[config.mk]
export PLATFORM = sky130hd
export DESIGN_NAME = seg_scan_driver
export DESIGN_NICKNAME = d
export VERILOG_FILES = /design/src/rtl/seg_scan_driver.sv
export SDC_FILE = /design/constraint.sdc
export NUM_CORES = 1
export LEC_CHECK = 0
export BUFFER_PORTS_ARGS = -buffer_cell sky130_fd_sc_hd__buf_4
export CAP_MARGIN = 20
export CORE_MARGIN = 2
export CORE_UTILIZATION = 53
export CTS_BUF_LIST = sky130_fd_sc_hd__clkbuf_2 sky130_fd_sc_hd__clkbuf_4 sky130_fd_sc_hd__clkbuf_8
export DETAILED_ROUTE_END_ITERATION = 8
export PLACE_DENSITY = 0.75
export SETUP_SLACK_MARGIN = 0.5
export SLEW_MARGIN = 10
export SYNTH_ARGS = -nofsm -noshare
export SYNTH_HDL_FRONTEND = slang
export SYNTH_SLANG_ARGS = --single-unit
[constraint.sdc]
create_clock -name clk -period 2 [get_ports clk]
set_input_delay 0.2 -clock clk [delete_from_list [all_inputs] [get_ports clk]]
set_output_delay 0.2 -clock clk [all_outputs]
set_load 0.05 [all_outputs]
[src/rtl/seg_scan_driver.sv]
// seg_scan_driver: time-multiplexed driver for a four-digit common-anode
// seven-segment display showing mm:ss. Each frame latches a snapshot of the
// digits. Each digit slot opens with one blank cycle to prevent ghosting.
// All outputs are active-low and registered.
module seg_scan_driver #(
  parameter int SIZE        = 4,
  parameter int REFRESH_DIV = 50000
) (
  input  logic            clk,
  input  logic            rst,
  input  logic [SIZE-1:0] units_second,
  input  logic [SIZE-1:0] tens_second,
  input  logic [SIZE-1:0] units_minute,
  input  logic [SIZE-1:0] tens_minute,
  input  logic            blank_leading,
  input  logic            dp_en,
  output logic [3:0]      digit_en_n,
  output logic [6:0]      seg_n,
  output logic            dp_n
);

  localparam int            PW      = (REFRESH_DIV > 1) ? $clog2(REFRESH_DIV) : 1;
  localparam logic [PW-1:0] PRE_MAX = PW'(REFRESH_DIV - 1);

  logic [PW-1:0]   pre;
  logic [1:0]      idx;
  logic [SIZE-1:0] snap_digit [4];
  logic            snap_blank_leading;
  logic            snap_dp_en;

  logic            frame_start;
  logic            leading_zero;
  logic [3:0]      nxt_digit_en_n;
  logic [6:0]      nxt_seg_n;
  logic            nxt_dp_n;

  // Active-low {g,f,e,d,c,b,a} pattern; non-BCD codes show a dash.
  function automatic logic [6:0] decode(input logic [3:0] bcd);
    case (bcd)
      4'd0:    decode = 7'b1000000;
      4'd1:    decode = 7'b1111001;
      4'd2:    decode = 7'b0100100;
      4'd3:    decode = 7'b0110000;
      4'd4:    decode = 7'b0011001;
      4'd5:    decode = 7'b0010010;
      4'd6:    decode = 7'b0000010;
      4'd7:    decode = 7'b1111000;
      4'd8:    decode = 7'b0000000;
      4'd9:    decode = 7'b0010000;
      default: decode = 7'b0111111;
    endcase
  endfunction

  assign frame_start  = (pre == '0) && (idx == 2'd0);
  assign leading_zero = (idx == 2'd3) && snap_blank_leading && (snap_digit[3] == '0);

  // Prescaler and scan index: one slot per REFRESH_DIV cycles, four slots per frame.
  always_ff @(posedge clk) begin
    // NOTE: sequential state uses non-blocking assignments so every flop
    // samples pre-edge values regardless of statement order.
    if (rst) begin
      pre <= '0;
      idx <= 2'd0;
    end else if (pre == PRE_MAX) begin
      pre <= '0;
      idx <= idx + 2'd1;
    end else begin
      pre <= pre + PW'(1);
    end
  end

  // Frame snapshot: latch digits and display options at the blank cycle of slot 0.
  always_ff @(posedge clk) begin
    // NOTE: the snapshot is four small registers, not a RAM, so it is reset
    // like any other flop and holds a defined value from the first frame.
    if (rst) begin
      for (int i = 0; i < 4; i++) snap_digit[i] <= '0;
      snap_blank_leading <= 1'b0;
      snap_dp_en         <= 1'b0;
    end else if (frame_start) begin
      snap_digit[0]      <= units_second;
      snap_digit[1]      <= tens_second;
      snap_digit[2]      <= units_minute;
      snap_digit[3]      <= tens_minute;
      snap_blank_leading <= blank_leading;
      snap_dp_en         <= dp_en;
    end
  end

  // Next output values from the current slot position and snapshot.
  always_comb begin
    // NOTE: every output gets a default first so no path leaves it
    // unassigned and no latch is inferred.
    nxt_digit_en_n = 4'b1111;
    nxt_seg_n      = 7'b1111111;
    nxt_dp_n       = 1'b1;
    if ((pre != '0) && !leading_zero) begin
      nxt_digit_en_n = ~(4'b0001 << idx);
      nxt_seg_n      = decode(snap_digit[idx]);
      nxt_dp_n       = !((idx == 2'd2) && snap_dp_en);
    end
  end

  // Output registers: glitch-free drive of the anodes, segments and point.
  always_ff @(posedge clk) begin
    if (rst) begin
      digit_en_n <= 4'b1111;
      seg_n      <= 7'b1111111;
      dp_n       <= 1'b1;
    end else begin
      digit_en_n <= nxt_digit_en_n;
      seg_n      <= nxt_seg_n;
      dp_n       <= nxt_dp_n;
    end
  end

endmodule

==> reports/results.ini <==
[power_and_ir_drop]
p_sw_share_pct=26.4
p_per_area_nw_per_um2=761
p_switching_w=0.000639
pwr-share-comb_pct=21.8
ir_worst_vdd_uv=509
internal-power_w=0.00178
p_total_w=0.00242
clkPwrFrac_pct=29.9
share_seq_of_total_power_pct=48.2
leakagePower_nw=1.25

[setup_path]
criticalPathCategory=flip-flop to flip-flop
startpoint_type=flip-flop
path_max_fanout=4
crit_arrival_ns=2.02
cp.required_ns=2.22
end_kind=flip-flop

[timing]
relSlewSlack_pct=78.8
min_period_ns=1.80
fin_crit_sh_pct=90.2
finalMaxSlewViolations=0
rsz0062_at_grt=yes
fin_tns_setup_ns=0
worst_pin_slew_ns=0.318
fmax_ghz=0.555
layout_setup_ws_ns=0.197
skew_ns=0.0153
hold_violations=0
setup_viol=0

[cts]
cts_tree=yes
clk_pin_slew_worst_paths_ns=0.09
cts_num_sinks=50
clock_latency_ns=0.32
cts.htree.levels=2
root_buffer=clkbuf_8
clk_path_buf_depth=2
cts_buffers=5

[layout]
mostFrequentLayoutCell=buf_4
multi_input_area_um2=1290
drive_gt1_share_pct=53.6
final_cells=317
final_cell_mix=buf_4, dfxtp_1, and2_4, nor2_1, edfxtp_1
area_growth_pct=42.6
n_fill_cell=230
ff_latch_area_um2=1180
finalNetCount=298
post-route-util_pct=78.9
diodes=0

[placement]
dp.cells=284
gp_congestion=0.827
portBuffers=31
place_ws_ns=0.144
dp_hpwl_um=2870

[run_status]
status=complete, no violations

[synth]
ys_seq_area_share_pct=52.1
syn_avg_cell_area_um2=10.7
yosysTopAreaCellShare_pct=30.5
synthTopCellsByArea=dfxtp_1, edfxtp_1, ha_1
synthesis.nets=241
yosys.area.top_type=dfxtp_1
syn_area_um2=2230
ys_ff_latch=50
synth_cell_types=38
synth_cells=209
yosys_warnings=0

[global_routing]
antenna_found_initial=0
grt.total_usage_pct=23.6
grt_pass1_vias=1694
grt_pass1_wl_um=7950
grt_overflow=0
grt_max_degree=15

[route]
drt_iter0_drc=144
m1WireLength_um=2320
wl_met3_um=436
viasPerCell=5.74
num_vias=1819
drc=0
wl_met2_um=2970
ant_nets=0
drt_first_pass_iters=4
wl_um=5890
wl_per_cell_um=18.6
top_layer_used=met4

[floorplan]
coreArea_um2=4030
dieArea_um2=4740
io-pin-count=32
fp-row-count=23
start_util_pct=55.3
dieWidth_um=68.8
die_y_um=68.8

[hold_path]
hold_path_class=input port to flip-flop
hp-start=blank_leading

[run]
max_cap_violations=0

timing repair:
action	CTS	global route
pin swaps	6	10
endpoints found under the setup margin	60	65
gates cloned	4	2
setup buffers	14	5
gates resized for setup	43	42
hold buffers	0	0
registers in the layout (all words and copies together), names as in the netlist, named ones only:
signal              cells
pre                    16
snap_digit             16
snap_blank_leading      1
digit_en_n              4
dp_n                    1
seg_n                   7
idx                     2
snap_dp_en              1
cells by family after synthesis:
family | after synthesis | synth area share, %
AND/OR/NAND/NOR | 88 | 21.8
flip-flops | 50 | 52.1
AO/OA/AOI/OAI | 25 | 6.34
buffers and inverters | 17 | 3.59
adder cells (fa/ha/maj) | 12 | 6.74
XOR/XNOR | 11 | 4.32
multiplexers | 6 | 5.05
metrics by stage:
stage | area, um^2 | hold slack [ns]
detailed placement | 2540 | 0.384
global placement | 2540 | 0.385
floorplan | 2280 | 0.326
CTS | 2940 | 0.104
finish | 3180 | 0.112
global route | 3180 | 0.105
per-layer routing:
metal	track usage [%]	vias up
met3	5.84	18
met2	37.4	88
li1	-	853
met5	0	-
met4	11.3	0
met1	30.4	860
final timing paths:
path | endpoint | slack (ns) | cells past startpoint
worst max register to register | seg_n[4]$_SDFF_PP1_ | 0.20 | 7
worst max-delay path | seg_n[4]$_SDFF_PP1_ | 0.20 | 7
worst min register to register | dp_n$_SDFF_PP1_ | 0.41 | 1
worst min-delay path | snap_blank_leading$_SDFFE_PP0P_ | 0.11 | 2
power groups by stage:
| stage | Sequential [W] | Combinational [W] | Clock, W |
|---|---|---|---|
| after global routing | 0.00117 | 0.000559 | 0.000772 |
| after detailed placement | 0.00118 | 0.000351 | 0 |
| after floorplan | 0.00124 | 0.000190 | 0 |
| final | 0.00117 | 0.000527 | 0.000724 |
| after CTS | 0.00116 | 0.000444 | 0.000733 |
| after global placement | 0.00118 | 0.000346 | 0 |
area by class of cell:
| type | instances | area share [%] |
|---|---|---|
| timing repair buffer | 55 | 15.3 |
| clock inverter | 1 | 0.945 |
| inverter | 9 | 1.30 |
| timing repair inverter | 1 | 0.197 |
| sequential | 50 | 37.1 |
| clock buffer | 7 | 2.56 |
| tap | 50 | 1.97 |
| multi-input combinational | 144 | 40.6 |
cells in the mapped netlist, drive strengths merged:
cell type / n
dfxtp: 34
and2: 19
nor2: 17
edfxtp: 16
ha: 12
nand2: 12
a21oi: 10
inv: 9
o21ai: 9
nand3: 7
xnor2: 7
buf: 6
nand4: 6
and3: 5
nor3: 5
mux4: 4
xor2: 4
and4: 3
nor4: 3
or3: 3
a22o: 2
clkbuf: 2
mux2: 2
nand2b: 2
nor2b: 2
o22ai: 2
a21o: 1
and3b: 1
nor4b: 1
o2bb2ai: 1
or2: 1
or4bb: 1
critical path: stages (launching register included):
cell and delay, ns:
dfxtp_4 0.39, mux4_2 0.58, inv_2 0.13, ha_4 0.13, inv_2 0.03, mux2_4 0.27
o2bb2ai_4 0.12, nand2_1 0.06
No activity file was read; power rests on OpenSTA's default activity.
